<file path="src/rtl/alu_issue_ctrl.sv">
// alu_issue_ctrl: multi-cycle R-type issue controller feeding the ALU.
// Flow per instruction: IDLE -> DECODE -> EXEC -> WB -> IDLE (one op per 4 cycles).
// Optional feature macro: ALU_ILLEGAL_TRAP_EN
//   defined   : an illegal word parks the controller in TRAP with a sticky illegal flag
//   undefined : an illegal word is dropped as a NOP with a one-cycle illegal pulse
module alu_issue_ctrl #(
  parameter int DATA_W = 32,
  parameter int REG_AW = 5
) (
  input  logic              clk,
  input  logic              rst_n,
  input  logic              instr_valid,
  output logic              instr_ready,
  input  logic [31:0]       instr,
  output logic [REG_AW-1:0] rs_addr,
  output logic [REG_AW-1:0] rt_addr,
  input  logic [DATA_W-1:0] rs_data,
  input  logic [DATA_W-1:0] rt_data,
  output logic [DATA_W-1:0] alu_src1,
  output logic [DATA_W-1:0] alu_src2,
  output logic [5:0]        alu_funct,
  output logic [4:0]        alu_shamt,
  input  logic [DATA_W-1:0] alu_result,
  input  logic              alu_zero,
  output logic              wb_en,
  output logic [REG_AW-1:0] wb_addr,
  output logic [DATA_W-1:0] wb_data,
  output logic              zero_flag,
  output logic              illegal
);

  localparam logic [5:0] FN_ADD = 6'b001001;
  localparam logic [5:0] FN_SUB = 6'b001010;
  localparam logic [5:0] FN_OR  = 6'b010010;
  localparam logic [5:0] FN_SRL = 6'b100010;

  typedef enum logic [2:0] {
    ST_IDLE   = 3'd0,
    ST_DECODE = 3'd1,
    ST_EXEC   = 3'd2,
    ST_WB     = 3'd3,
    ST_TRAP   = 3'd4
  } state_t;

  // Only R-type words with one of the four supported functs may reach the ALU.
  function automatic logic is_legal(input logic [31:0] word);
    logic ok;
    ok = 1'b0;
    if (word[31:26] == 6'b000000) begin
      case (word[5:0])
        FN_ADD, FN_SUB, FN_OR, FN_SRL: ok = 1'b1;
        default:                       ok = 1'b0;
      endcase
    end else begin
      ok = 1'b0;
    end
    return ok;
  endfunction

  state_t              state_r;
  state_t              state_s;
  logic [31:0]         instr_r;
  logic                accept_s;
  logic                legal_s;
  logic [REG_AW-1:0]   rd_s;
  logic                instr_ready_s;
  logic [DATA_W-1:0]   alu_src1_r;
  logic [DATA_W-1:0]   alu_src2_r;
  logic [5:0]          alu_funct_r;
  logic [4:0]          alu_shamt_r;
  logic                wb_en_r;
  logic [REG_AW-1:0]   wb_addr_r;
  logic [DATA_W-1:0]   wb_data_r;
  logic                zero_flag_r;
  logic                illegal_r;

  assign accept_s = instr_valid && instr_ready_s;
  assign legal_s  = is_legal(instr_r);
  assign rd_s     = REG_AW'(instr_r[15:11]);

  // Register-file addresses come straight from the latched word so they are valid in DECODE.
  assign rs_addr     = REG_AW'(instr_r[25:21]);
  assign rt_addr     = REG_AW'(instr_r[20:16]);
  assign instr_ready = instr_ready_s;
  assign alu_src1    = alu_src1_r;
  assign alu_src2    = alu_src2_r;
  assign alu_funct   = alu_funct_r;
  assign alu_shamt   = alu_shamt_r;
  assign wb_en       = wb_en_r;
  assign wb_addr     = wb_addr_r;
  assign wb_data     = wb_data_r;
  assign zero_flag   = zero_flag_r;
  assign illegal     = illegal_r;

  // State register; a reset in any state aborts the operation in flight.
  always_ff @(posedge clk) begin
    if (!rst_n) begin
      state_r <= ST_IDLE;
    end else begin
      state_r <= state_s;
    end
  end

  // Next-state logic for the issue sequence.
  always_comb begin
    state_s = state_r;
    case (state_r)
      ST_IDLE: begin
        if (accept_s) begin
          state_s = ST_DECODE;
        end else begin
          state_s = ST_IDLE;
        end
      end
      ST_DECODE: begin
        if (legal_s) begin
          state_s = ST_EXEC;
        end else begin
`ifdef ALU_ILLEGAL_TRAP_EN
          state_s = ST_TRAP;
`else
          state_s = ST_IDLE;
`endif
        end
      end
      ST_EXEC: state_s = ST_WB;
      ST_WB:   state_s = ST_IDLE;
`ifdef ALU_ILLEGAL_TRAP_EN
      ST_TRAP: state_s = ST_TRAP;
`else
      ST_TRAP: state_s = ST_IDLE;
`endif
      default: state_s = ST_IDLE;
    endcase
  end

  // Handshake output: the controller only takes a new word while idle.
  always_comb begin
    instr_ready_s = 1'b0;
    if (state_r == ST_IDLE) begin
      instr_ready_s = 1'b1;
    end else begin
      instr_ready_s = 1'b0;
    end
  end

  // Datapath registers: instruction latch, ALU operand drive, result capture and flags.
  always_ff @(posedge clk) begin
    if (!rst_n) begin
      instr_r     <= 32'h0000_0000;
      alu_src1_r  <= {DATA_W{1'b0}};
      alu_src2_r  <= {DATA_W{1'b0}};
      alu_funct_r <= 6'b000000;
      alu_shamt_r <= 5'b00000;
      wb_en_r     <= 1'b0;
      wb_addr_r   <= {REG_AW{1'b0}};
      wb_data_r   <= {DATA_W{1'b0}};
      zero_flag_r <= 1'b0;
      illegal_r   <= 1'b0;
    end else begin
      wb_en_r <= 1'b0;
      // Legality is registered with the word so the flag is visible during DECODE itself.
      if (accept_s) begin
        instr_r   <= instr;
        illegal_r <= !is_legal(instr);
      end else begin
`ifdef ALU_ILLEGAL_TRAP_EN
        illegal_r <= illegal_r;
`else
        illegal_r <= 1'b0;
`endif
      end
      // Operands are loaded at the end of DECODE and held stable through EXEC and beyond.
      if ((state_r == ST_DECODE) && legal_s) begin
        alu_src1_r  <= rs_data;
        alu_src2_r  <= rt_data;
        alu_funct_r <= instr_r[5:0];
        alu_shamt_r <= instr_r[10:6];
      end
      // The ALU answer is sampled at the end of EXEC; $0 is never written back.
      if (state_r == ST_EXEC) begin
        zero_flag_r <= alu_zero;
        if (rd_s != {REG_AW{1'b0}}) begin
          wb_en_r   <= 1'b1;
          wb_addr_r <= rd_s;
          wb_data_r <= alu_result;
        end
      end
    end
  end

endmodule

</file>
<file path="config.mk">
export PLATFORM = sky130hd
export DESIGN_NAME = alu_issue_ctrl
export DESIGN_NICKNAME = d
export VERILOG_FILES = /design/src/rtl/alu_issue_ctrl.sv
export SDC_FILE = /design/constraint.sdc
export NUM_CORES = 1
export LEC_CHECK = 0
export CAP_MARGIN = 20
export CORE_MARGIN = 2
export CORE_UTILIZATION = 38
export DETAILED_ROUTE_END_ITERATION = 7
export HOLD_SLACK_MARGIN = 0.02
export PLACE_DENSITY = 0.76
export SLEW_MARGIN = 15
export SYNTH_ARGS = -nofsm -noshare
export SYNTH_HDL_FRONTEND = slang
export SYNTH_SLANG_ARGS = --single-unit
</file>
<file path="constraint.sdc">
create_clock -name clk -period 1.7 [get_ports clk]
set_input_delay 0.17 -clock clk [delete_from_list [all_inputs] [get_ports clk]]
set_output_delay 0.17 -clock clk [all_outputs]
set_load 0.1 [all_outputs]
</file>
* Word level (Yosys, flattened, before mapping) *
Cells that the tools add are included.

word-level totals
  flip-flop bits (word level) = 150
  input bits = 132
  word-level logic and storage cells = 44

cells by class
  eq/ne operators = 10
  muxes and demuxes = 11
  reductions and logical operators = 12

operators by type and width
  operator              number
  $eq A6 B4 Y1 const B  4
  $eq A6 B5 Y1 const B  2
  $eq A6 B6 Y1 const B  2
  $logic_not A6 Y1      2
  $mux W1               9
  $pmux W3 S3           1
  $reduce_or A4 Y1      2
  $reduce_and A2 Y1     3
  $reduce_bool A5 Y1    1
  $eq A3 B1 Y1 const B  1
  $eq A3 B2 Y1 const B  1
  $logic_not A3 Y1      1
  $logic_and A1 B1 Y1   2
  $mux W2               1
  $logic_not A1 Y1      1

* Longest topological paths before layout *
  word-level depth = 7
  mapped depth = 7
  mapped depth without buffers = 4

* Worst setup path after synthesis *
Ideal clock, no wire load.

  path type = register to register
  start = reg state_r[1]
  end = reg instr_r[0]
  arrival time = 2.545 ns
  required time = 1.624 ns
  slack = -0.921 ns
  cell stages (with the launch flop) = 7
  path buffers = 2
  period minus slack after synthesis = 2.621 ns
  cell sequence = dfxtp_1 -> nor2_1 -> and2_1 -> clkbuf_1 -> clkbuf_1 -> nand2_1 -> a21boi_0

on the way
  cells in the longest elaborated chain, start to end = 3

RTL lines
  what                    line  source
  from (decl)             60    state_t state_r;
  from (signal assigned)  100   state_r <= state_s;
  $logic_not A3 Y1        140   if (state_r == ST_IDLE) begin
  $mux W1                 140
  net instr_ready         13    output logic instr_ready,
  $logic_and A1 B1 Y1     77    assign accept_s = instr_valid && instr_ready_s;
  to (signal assigned)    164   instr_r <= instr;
  to (decl)               62    logic [31:0] instr_r;

The timed path passes the listed nets, and every way through them passes these cells.
A chain may end at the register's enable or synchronous reset.

* Final worst setup path *
  start = reg instr_r[30]
  end = reg alu_src1_r[29], in the netlist alu_src1[29]

on the way
  cells in the longest elaborated chain, start to end = 3

RTL lines
  what                  line  source
  $logic_not A6 Y1      49    if (word[31:26] == 6'b000000) begin
  $mux W1               49
  $logic_and A1 B1 Y1   174   if ((state_r == ST_DECODE) && legal_s) begin
  to (signal assigned)  151   alu_src1_r <= {DATA_W{1'b0}};
  to (signal assigned)  175   alu_src1_r <= rs_data;
  to (decl)             67    logic [DATA_W-1:0] alu_src1_r;

Every way passes these cells.

==> results.cfg <==
[yosys]
ys_types = 30
synth_top_area_share_pct = 50.60
syn_nets = 800
yosys-top-cells-count = nand2_1, dfxtp_1, mux2i_1
synth_area_leaders = dfxtp_1, nand2_1, mux2i_1
seq_area_frac_synth_pct = 50.60
synth-main-ff-cell = dfxtp_1
synth_edf_count = 0
avgSynthCellArea_sq_um = 8.824
ys_warn_count = 0
ys_async_sr_fraction_pct = 0
netlist_area_sq_um = 5894
synth.most_common_cell = nand2_1
ys_ff_latch = 149
yosys.area.top_type = dfxtp_1
synthCells = 668

[clock_tree]
cts_tree = done
htree_levels = 4
clockRootBuffer = clkbuf_16
cts.sinks = 149
clockBufferDepth = 2
clkLatencyLatePin_ps = 410
path_clk_slew_ps = 60
cts_made_buffers = 17

[final_layout]
multi_input_area_sq_um = 2600
antenna_cells = 0
seq_area_sq_um = 2985
finalNetCount = 1057
area_growth_pct = 58.90
design_area_sq_um = 9366
drive_above_1_share_pct = 22.07
fillerInstances = 1310
fin_util_pct = 61.61

[worst_setup_path]
crit_path_end_kind = register
required_ps = 2040
cpLargestDelayFamily = simple AND/OR/NAND/NOR gates
path_buf_inv = 2
startpoint_type = register
cp_data_arrival_time_ps = 2210
crit_chain = or4b_4 -> nor3_4 -> o311a_4 -> buf_4 -> clkbuf_16 -> mux2i_1
ff2ff_setup_slack_ps = -170
worst_path_max_delay_cell = or4b_4
critPathLaunch = instr_r[30]$_SDFFE_PN0P_
reg2reg_from = instr_r[30]$_SDFFE_PN0P_
cp_max_fo = 6
crit_type = register to register
slowest_delay_ps = 540

[power_and_ir_drop]
powerDensity_nw_per_um2 = 879.4
power_mw = 8.237
max-vdd-ir-drop_mv = 0.5780
power_leakage_nw = 3.712

[timing]
fin_skew_ps = 7.024
post-route-period-util_pct = 109.9
slew_violations = 0
holdWs_ps = 83.37
period_minus_slack_ps = 1869
fmax_mhz = 535.0
max_slew.worst_pin.slew_ps = 395.3
setup_viol = 76
slew_headroom_pct = 73.44
rsz0062_at_grt = true
fin_ws_ps = -169.0
hold_viol_final = 0

[placement]
io_buffer_count = 257
dpl_worst_slack_ps = -148.2
gp_congestion = 0.7790
place_hpwl_um = 11020
place_area_sq_um = 8347

[floorplanning]
rows = 45
num_io_pins = 258
core_area_sq_um = 15200
dieArea_sq_um = 16520
die_w_um = 128.5
die_height_um = 128.5
start_util_pct = 38.77

[global_route]
grt_util_all_layers_pct = 18.45
antenna_found_initial = 0
grt_pass1_vias = 4866
grt_max_degree = 90
grt.overflow.total = 0
grt_pass1_wl_um = 24070

[route]
top_layer_used = met4
viasPerCell = 4.698
dr_wl_met2_um = 7842
drtIter0Drc = 182
dr.pass1.iters = 4
wl_per_cell_um = 14.74
drc = 0
antenna_left = 0
wirelength_met1_um = 6855
drt_wl_total_um = 16600
wl_met3_um = 1453
vias = 5290

[min_path]
worstHoldStart = rst_n
holdCritPathClass = input port to register

[flow_run]
maxCapViolCount = 0

[status]
violations = negative setup slack
status = complete, but fails checks
-- per-layer routing --
metal  vias up  GRT usage (%)
met5         -              0
met4         0          8.696
met3        29          6.694
met2       202          29.69
met1      2387          22.06
li1       2672              -
-- placed cells by master (no fill, tap or decap), types with 2 or more instances in the layout --
cell               n
clkinv_4           2
clkdlybuf4s50_1  130
buf_4            132
a21boi_1          24
a21boi_0          43
clkinv_2           4
and2_1             2
buf_12            17
nand2_1          287
mux2i_1           74
o21a_1             3
clkbuf_16         25
buf_6              6
clkinvlp_4         4
nor2_1             3
dfxtp_2            2
nor3_1             4
buf_8              3
bufinv_16          3
nor2b_1            3
dfxtp_1          147
-- sequential cells by signal, summed over array words and instances (netlist names), 2 cells and up --
name	cells
alu_funct	6
state_r	2
alu_src2	32
alu_src1	32
wb_addr	5
alu_shamt	5
instr_r	32
wb_data	32
-- cell type report --
type,instances,area share [%]
Clock inverter,13,1.683
Multi-Input combinational cell,461,27.76
Tap cell,188,2.511
Clock buffer,19,4.729
Timing Repair Buffer,296,31.45
Sequential cell,149,31.87
-- power breakdown --
part | switching, mW | leakage, nW | internal (mW)
combinational | 0.419 | 2.22 | 0.430
clock | 1.47 | 0.285 | 2.34
sequential | 0.0362 | 1.21 | 3.55
total | 1.92 | 3.71 | 6.32
-- worst paths after layout --
path	cells past startpoint	endpoint
worst min register to register	2	alu_funct[2]$_SDFFE_PN0P_
worst max register to register	6	alu_src1[29]$_SDFFE_PN0P_
worst max-delay path	6	alu_src1[29]$_SDFFE_PN0P_
worst min-delay path	2	instr_r[17]$_SDFFE_PN0P_
-- logic make-up after synthesis --
family                 count (synthesis)  synth area share (%)
flip-flops                           149                 50.60
buffers and inverters                 58                 5.965
multiplexers                          75                 12.74
AO/OA/AOI/OAI                         76                 9.871
XOR/XNOR                               2                0.2972
AND/OR/NAND/NOR                      308                 20.53
-- stage by stage --
| step | TNS, ps | cells |
|---|---|---|
| after floorplan | -178.2 | 668 |
| after global placement | -5766 | 1072 |
| after detailed placement | -8923 | 1072 |
| after CTS | -7699 | 1108 |
| after global routing | -14340 | 1126 |
| final | -9073 | 1126 |
-- repair_timing --
| item | CTS | global route |
|---|---|---|
| hold buffers | 0 | 0 |
| gates cloned | 1 | 11 |
| resized for setup | 6 | 25 |
| buffers inserted | 3 | 8 |
| endpoints found under the setup margin | 75 | 101 |
| pin swaps | 0 | 1 |
Note: power is estimated with default switching activity, not from simulation.
